--- config.mk ---
export PLATFORM = sky130hd
export DESIGN_NAME = pool_window_reduce
export DESIGN_NICKNAME = d
export VERILOG_FILES = /design/src/rtl/pool_pkg.sv /design/src/rtl/pool_reduce_acc.sv /design/src/rtl/pool_window_reduce.sv
export SDC_FILE = /design/constraint.sdc
export NUM_CORES = 1
export LEC_CHECK = 0
export ABC_AREA = 1
export CAP_MARGIN = 30
export CORE_MARGIN = 5
export CORE_UTILIZATION = 45
export DETAILED_ROUTE_END_ITERATION = 16
export GPL_ROUTABILITY_DRIVEN = 0
export GPL_TIMING_DRIVEN = 0
export PLACE_DENSITY = 0.72
export SYNTH_ARGS = -nofsm -noshare
export SYNTH_HDL_FRONTEND = slang
export SYNTH_SLANG_ARGS = --single-unit
--- constraint.sdc ---
create_clock -name clk -period 2.05 [get_ports clk]
set_input_delay 0.205 -clock clk [delete_from_list [all_inputs] [get_ports clk]]
set_output_delay 0.205 -clock clk [all_outputs]
set_load 0.05 [all_outputs]
--- src/rtl/pool_pkg.sv ---
// Shared types and default sizes for the pooling window reducer.
package pool_pkg;

  localparam int DATA_W = 16;
  localparam int ADDR_W = 4;
  localparam int WIN_N  = 4;
  localparam int ACC_W  = DATA_W + 2;

  typedef enum logic [1:0] {
    ST_IDLE  = 2'd0,
    ST_FETCH = 2'd1,
    ST_FLUSH = 2'd2,
    ST_OUT   = 2'd3
  } state_e;

  // Right shift that turns a window sum into its floored average.
  function automatic int win_shift(input int n);
    return $clog2(n);
  endfunction

endpackage

--- src/rtl/pool_reduce_acc.sv ---
// Window accumulator: running signed max, or running sum when POOL_AVG_EN is defined.
// clear starts a new window, enable folds in one sample, mode selects average (1) or max (0).
module pool_reduce_acc
  import pool_pkg::*;
#(
  parameter int data_width = DATA_W,
  parameter int win_n      = WIN_N
) (
  input  logic                  clk,
  input  logic                  nrst,
  input  logic                  clear,
  input  logic                  enable,
  input  logic [data_width-1:0] sample,
  input  logic                  mode,
  output logic [data_width-1:0] result
);

`ifdef POOL_AVG_EN
  // Two guard bits hold the sum of up to four full-scale entries.
  localparam int AW    = data_width + (ACC_W - DATA_W);
  localparam int SHIFT = win_shift(win_n);
`else
  localparam int AW = data_width;
`endif

  logic signed [AW-1:0] acc_q, acc_d;
  logic                 first_q, first_d;
  logic signed [AW-1:0] sample_ext;

  assign sample_ext = AW'($signed(sample));

  always_comb begin
    acc_d   = acc_q;
    first_d = first_q;
    if (clear) begin
      acc_d   = '0;
      first_d = 1'b1;
    end else if (enable) begin
      first_d = 1'b0;
`ifdef POOL_AVG_EN
      if (mode) begin
        acc_d = acc_q + sample_ext;
      end else if (first_q || (sample_ext > acc_q)) begin
        acc_d = sample_ext;
      end
`else
      // The first entry is always taken so an all-negative window is not clamped to zero.
      if (first_q || (sample_ext > acc_q)) begin
        acc_d = sample_ext;
      end
`endif
    end
  end

  always_ff @(posedge clk or negedge nrst) begin
    if (!nrst) begin
      acc_q   <= '0;
      first_q <= 1'b1;
    end else begin
      acc_q   <= acc_d;
      first_q <= first_d;
    end
  end

`ifdef POOL_AVG_EN
  assign result = mode ? data_width'(acc_q >>> SHIFT) : acc_q[data_width-1:0];
`else
  logic unused_mode;
  assign unused_mode = mode;
  assign result      = acc_q;
`endif

endmodule

--- src/rtl/pool_window_reduce.sv ---
// Pooling window reducer: reads win_n consecutive register-file entries and presents their
// max (or average, with POOL_AVG_EN defined) through a valid/ready output.
module pool_window_reduce
  import pool_pkg::*;
#(
  parameter int data_width  = DATA_W,
  parameter int address_num = ADDR_W,
  parameter int win_n       = WIN_N
) (
  input  logic                   clk,
  input  logic                   nrst,
  input  logic                   start,
  input  logic [address_num-1:0] base_adrs,
  input  logic [data_width-1:0]  rd_data,
  output logic [address_num-1:0] rd_adrs,
  output logic [data_width-1:0]  out_data,
  output logic                   out_valid,
  input  logic                   out_ready,
`ifdef POOL_AVG_EN
  input  logic                   avg_mode,
`endif
  output logic                   busy
);

  localparam int            CW       = $clog2(win_n);
  localparam logic [CW-1:0] CNT_LAST = CW'(win_n - 1);

  state_e                 state_q, state_d;
  logic [CW-1:0]          cnt_q, cnt_d;
  logic [address_num-1:0] rd_adrs_q, rd_adrs_d;
  logic                   acc_clear;
  logic                   acc_en;
  logic                   acc_mode;

`ifdef POOL_AVG_EN
  logic mode_q, mode_d;
`endif

  always_comb begin
    state_d   = state_q;
    cnt_d     = cnt_q;
    rd_adrs_d = rd_adrs_q;
    acc_clear = 1'b0;
    acc_en    = 1'b0;
`ifdef POOL_AVG_EN
    mode_d    = mode_q;
`endif
    unique case (state_q)
      ST_IDLE: begin
        if (start) begin
          state_d   = ST_FETCH;
          cnt_d     = '0;
          rd_adrs_d = base_adrs;
          acc_clear = 1'b1;
`ifdef POOL_AVG_EN
          mode_d    = avg_mode;
`endif
        end
      end
      ST_FETCH: begin
        // Read data trails the address by one cycle, so cnt=0 has nothing to sample yet.
        acc_en = (cnt_q != '0);
        if (cnt_q == CNT_LAST) begin
          state_d = ST_FLUSH;
          cnt_d   = '0;
        end else begin
          cnt_d     = cnt_q + 1'b1;
          rd_adrs_d = rd_adrs_q + 1'b1;
        end
      end
      ST_FLUSH: begin
        acc_en  = 1'b1;
        state_d = ST_OUT;
      end
      ST_OUT: begin
        if (out_ready) begin
          state_d = ST_IDLE;
        end
      end
      default: state_d = ST_IDLE;
    endcase
  end

  always_ff @(posedge clk or negedge nrst) begin
    if (!nrst) begin
      state_q   <= ST_IDLE;
      cnt_q     <= '0;
      rd_adrs_q <= '0;
    end else begin
      state_q   <= state_d;
      cnt_q     <= cnt_d;
      rd_adrs_q <= rd_adrs_d;
    end
  end

`ifdef POOL_AVG_EN
  always_ff @(posedge clk or negedge nrst) begin
    if (!nrst) begin
      mode_q <= 1'b0;
    end else begin
      mode_q <= mode_d;
    end
  end
  assign acc_mode = mode_q;
`else
  assign acc_mode = 1'b0;
`endif

  // The accumulator is only touched between start and OUT, so its result doubles as out_data.
  pool_reduce_acc #(
    .data_width(data_width),
    .win_n     (win_n)
  ) u_acc (
    .clk   (clk),
    .nrst  (nrst),
    .clear (acc_clear),
    .enable(acc_en),
    .sample(rd_data),
    .mode  (acc_mode),
    .result(out_data)
  );

  assign rd_adrs   = rd_adrs_q;
  assign out_valid = (state_q == ST_OUT);
  assign busy      = (state_q != ST_IDLE);

endmodule
Yosys cells after proc, flatten, opt, wreduce, memory -nomap -nowiden
Index checks and enable logic that the tools add are counted.
W data, S select, Z words.
- bits in registers: 25
- bits of input ports: 24
- output and inout port bits: 22
- word-level logic and storage cells: 45
- add/sub/neg operators: 2
- magnitude comparators: 1
- equal/unequal tests: 8
- multiplexer cells: 18
- reductions and logical operators: 11
- operator list (kind ; number):
    $mux W16 ; 3
    $gt A16 B16 Y1 ; 1
    $mux W2 ; 5
    $reduce_bool A2 Y1 ; 5
    $mux W4 ; 2
    $pmux W2 S4 ; 1
    $pmux W4 S2 ; 1
    $eq A2 B2 Y1 const B ; 3
    $ne A2 B2 Y1 const B ; 3
    $reduce_and A3 Y1 ; 2
    $add A4 B1 Y4 const B ; 1
    $mux W1 ; 4
    $pmux W2 S2 ; 1
    $reduce_and A2 Y1 ; 2
    $add A2 B1 Y2 const B ; 1
    $eq A2 B1 Y1 const B ; 1
    $logic_not A2 Y1 ; 1
    $ne A2 B1 Y1 const B ; 1
    $pmux W1 S2 ; 1
    $logic_or A1 B1 Y1 ; 1

Longest topological paths before layout
- depth in word-level cells: 5
- depth in mapped cells: 19
- gate-level depth less buffers: 18

Cells and area by module
A second synthesis with hierarchy kept.
- cell total of the unflattened synthesis: 273
- area, all modules: 1913.1 µm²
- by module, submodules not included (module ; instances ; cells each ; area each (µm²) ; seq. area each (µm²)):
    pool_reduce_acc ; 1 ; 188 ; 1288.7 ; 426.7
    pool_window_reduce ; 1 ; 85 ; 624.3 ; 200.2

Worst setup path after synthesis
Ideal clock, no wire load.
- path kind: flip-flop to flip-flop
- start: reg u_acc.acc_q[15], in the netlist u_acc.result[15]
- end: reg u_acc.acc_q[10], in the netlist u_acc.result[10]
- setup time: 119 ps
- data arrival time: 1993 ps
- setup slack: -63 ps
- cell stages (with the launch flop): 15
- buffers on the path: 1
- cells stage by stage: dfrtp_1 -> inv_1 -> ha_1 -> nand2_1 -> nor3_2 -> nand2_1 -> nand2_1 -> nand2_1 -> nand2_1 -> nand2_2 -> nand2_4 -> nand2_4 -> buf_6 -> nand2_1 -> nand2_1
- longest elaborated chain between the ends: 4
- RTL lines (item ; line ; text):
    start, declared ; pool_reduce_acc.sv:26 ; logic signed [AW-1:0] acc_q, acc_d;
    start signal, assigned ; pool_reduce_acc.sv:57 ; acc_q <= '0;
    start signal, assigned ; pool_reduce_acc.sv:60 ; acc_q <= acc_d;
    $gt A16 B16 Y1 ; pool_reduce_acc.sv:48 ; if (first_q || (sample_ext > acc_q)) begin
    $logic_or A1 B1 Y1 ; pool_reduce_acc.sv:48 ;
    $reduce_bool A2 Y1 (no source line) ; n/a ;
    $reduce_and A2 Y1 (no source line) ; n/a ;
No other way between the ends.
A chain may end at the register's enable or synchronous reset.

Final worst setup path
- start: reg state_q[0]
- end: out out_valid
- longest elaborated chain between the ends: 1
- RTL lines (item ; line ; text):
    start, declared ; pool_window_reduce.sv:28 ; state_e state_q, state_d;
    start signal, assigned ; pool_window_reduce.sv:90 ; state_q <= state_d;
    $eq A2 B2 Y1 ; pool_window_reduce.sv:124 ; assign out_valid = (state_q == ST_OUT);
    end, declared ; pool_window_reduce.sv:17 ; output logic out_valid,
No other way between the ends.

==> reports/results.tsv <==
stage	metric	value	unit
run_status	status	finished clean	
clocking	clk_path_buf_depth	2	
grt	grt_start_max_net_pins	18	
timing	hold-worst-slack	264	ps
pwr	p_int	0.00185	W
timing	worst_slew_pin_slew	513	ps
synth	synthesis.area	1770	um^2
finish	diodes	0	
pwr	switching_share	54.0	%
timing	slew_viol_final	0	
timing	rsz0062_at_grt	false	
clocking	cts.sink_count	25	
pwr	p_per_area	1680	nW/um^2
synth	synth_warnings	0	
clocking	clk_pin_slew_worst_paths	100	ps
critical_path	critPathMaxStageDelay	810	ps
drt	drc	0	
grt	antenna_found_initial	0	
timing	setup_viol	0	
critical_path	critPathRequiredTime	1850	ps
synth	ys_seq_area_share	35.4	%
finish	syn_to_final_growth	35.0	%
place	dpl_cell_area	2320	um^2
synth	ys_ff_latch	25	
clocking	numCtsBuffers	3	
grt	overflow	0	
timing	period_share	91.5	%
drt	wire_per_inst	11.3	um
pwr	power_frac_comb	68.9	%
drt	routed_wirelength	3860	um
finish	final_util	63.9	%
critical_path	worst-r2r-setup-slack	180	ps
floorplanning	fp.dieH	72.7	um
drt	viasPerCell	4.69	
critical_path	startpoint_type	flop	
synth	synth_area_per_cell	7.26	um^2
floorplanning	die_area	5290	um^2
pwr	p_sw	0.00216	W
critical_path	timing.rr.start	u_acc.result[15]	
critical_path	cp-startpoint	state_q[0]	
critical_path	worstPathCellList	ha_1 > clkdlybuf4s50_1	
critical_path	r2r_end	u_acc.result[15]	
timing	relSlewSlack	65.7	%
clocking	cts_tree	yes	
pwr	p_seq_share	23.4	%
floorplanning	core_area	3740	um^2
pwr	pwr-share-clk	7.7	%
clocking	clkLatencyLatePin	270	ps
critical_path	critPathSlowestCell	clkdlybuf4s50_1	
drt	drt-pass1-iter-count	4	
pwr	peakVddDrop	0.000946	V
timing	clock_skew	6.45	ps
finish	fin_nets	344	
place	hpwl	3100	um
grt	grt_pass1_vias	1513	
synth	synthesis.nets	292	
floorplanning	io_pins	46	
pwr	p_leak	1.26	nW
drt	ant_nets	0	
floorplanning	num_rows	22	
clocking	cts_hold_buffers	0	
grt	track_usage	15.3	%
timing	finalHoldViolations	0	
critical_path	cp.arrival	1670	ps
finish	final_cell_area	2390	um^2
synth	synth_cells	244	
critical_path	critPathKind	reg2out	
critical_path	crit_path_end	out_valid	
timing	fin_crit	1880	ps
critical_path	worst_r2r_path_depth	12	
drt	via_count	1609	
clocking	cts_root_buf	clkbuf_8	
place	io_buffers	45	
grt	grt_pass1_wl	6620	um
critical_path	cp-end-kind	output pin	
critical_path	cp_max_fo	3	
job	drv_cap	0	
clocking	cts_max_level	1	
timing	tns	0	ps
floorplanning	initial_utilization	47.3	%
synth	synth_cell_types	23	
finish	drive_gt1_share	8.14	%
worst_hold_path	holdCritPathClass	in2async	
timing	fmax	533	MHz
drt	drt-initial-drc-count	49	
floorplanning	die-width	72.7	um
worst min-delay path by stage:
stage | start | to | slack, ps | cells after the start
after floorplan | nrst | cnt_q[0] | -90 | 0
after global placement | u_acc.first_q | u_acc.first_q | 450 | 2
after detailed placement | u_acc.first_q | u_acc.first_q | 450 | 2
after CTS | nrst | u_acc.result[2] | 270 | 1
after global routing | nrst | u_acc.result[6] | 300 | 1
final | nrst | u_acc.result[2] | 260 | 1
cell usage after synthesis:
library cell  instances  area [um^2]
nand2_2               2         12.5
ha_1                 24          300
buf_2                 1         5.00
a31oi_1               1         6.26
xor2_1                1         8.76
clkbuf_1              1         3.75
buf_4                 1         7.51
nand3_1              22          110
nand4_1               1         6.26
nor2_1               28          105
nor3_2                1         10.0
buf_6                 1         11.3
a21oi_1               9         45.0
dfstp_2               1         26.3
nand2_1              63          236
dfrtp_1              24          601
o21ai_0              11         55.1
inv_1                46          173
clkinv_1              1         3.75
a21o_1                1         7.51
a211oi_1              1         7.51
nand2_4               2         22.5
o31ai_1               1         7.51
logic make-up after synthesis:
logic type	count (synthesis)	share of synthesized area [%]
AND/OR/NAND/NOR	119	28.4
buffers and inverters	51	11.5
flip-flops	25	35.4
AO/OA/AOI/OAI	24	7.27
adder cells (fa/ha/maj)	24	16.9
XOR/XNOR	1	0.494
worst max-delay path: cells and delay by family (launching register included):
kind / cells / cell delay, ps
buf+inv: 1 / 810
fa+ha+maj: 1 / 190
flops: 1 / 400
registers in the layout (all words and copies together), names as in the netlist:
register,count
u_acc.result,16
rd_adrs,4
cnt_q,2
state_q,2
u_acc.first_q,1
per-layer routing:
metal	global-route usage, %	up-vias	part of all wire, %
met3	3.86	2	3.9
li1	-	858	-
met4	1.23	0	0.36
met5	0	-	0
met1	20.1	726	46
met2	26.5	23	49
power by group through the flow:
stage	sequential, W	clock [W]	combinational, W
after detailed placement	0.000953	0	0.00275
after floorplan	0.00155	0	0.00135
after CTS	0.000942	0.000321	0.00276
after global routing	0.000976	0.000344	0.00309
after global placement	0.000943	0	0.00270
final	0.000940	0.000309	0.00276
area by class of cell:
| class | count | area (um^2) |
|---|---|---|
| clock inverter | 1 | 8.76 |
| inverter | 47 | 176 |
| timing repair buffer | 48 | 492 |
| sequential | 25 | 633 |
| multi-input combinational | 168 | 963 |
| clock buffer | 3 | 41.3 |
| tap | 48 | 60.1 |
| buffer | 3 | 16.3 |
| fill | 356 | 1350 |
cells in the final DEF, fill, tap and decap left out, types with 3 or more instances in the layout:
master	Yosys	final
nand2_1	63	63
o21ai_0	11	10
buf_4	1	3
nand3_1	22	22
ha_1	24	22
dfrtp_2	0	5
inv_1	46	46
dfrtp_1	24	19
a21oi_1	9	7
nor2_1	28	28
clkbuf_8	0	3
clkdlybuf4s50_1	0	44
per-stage QoR:
stage / worst slack [ps] / cells / total power [W]
6_report: 175 / 343 / 0.00401
5_1_grt: 18.8 / 343 / 0.00441
4_1_cts: 56.3 / 342 / 0.00403
3_5_place_dp: -196 / 338 / 0.00371
3_3_place_gp: -168 / 337 / 0.00365
2_1_floorplan: 0.765 / 244 / 0.00290
timing repair:
action,in CTS,in global routing
pin swaps,0,0
resized for setup,1,5
endpoints found under the hold margin,0,0
setup buffers,0,2
setup endpoints to repair,1,11
Power figures use the tool's default switching activity.
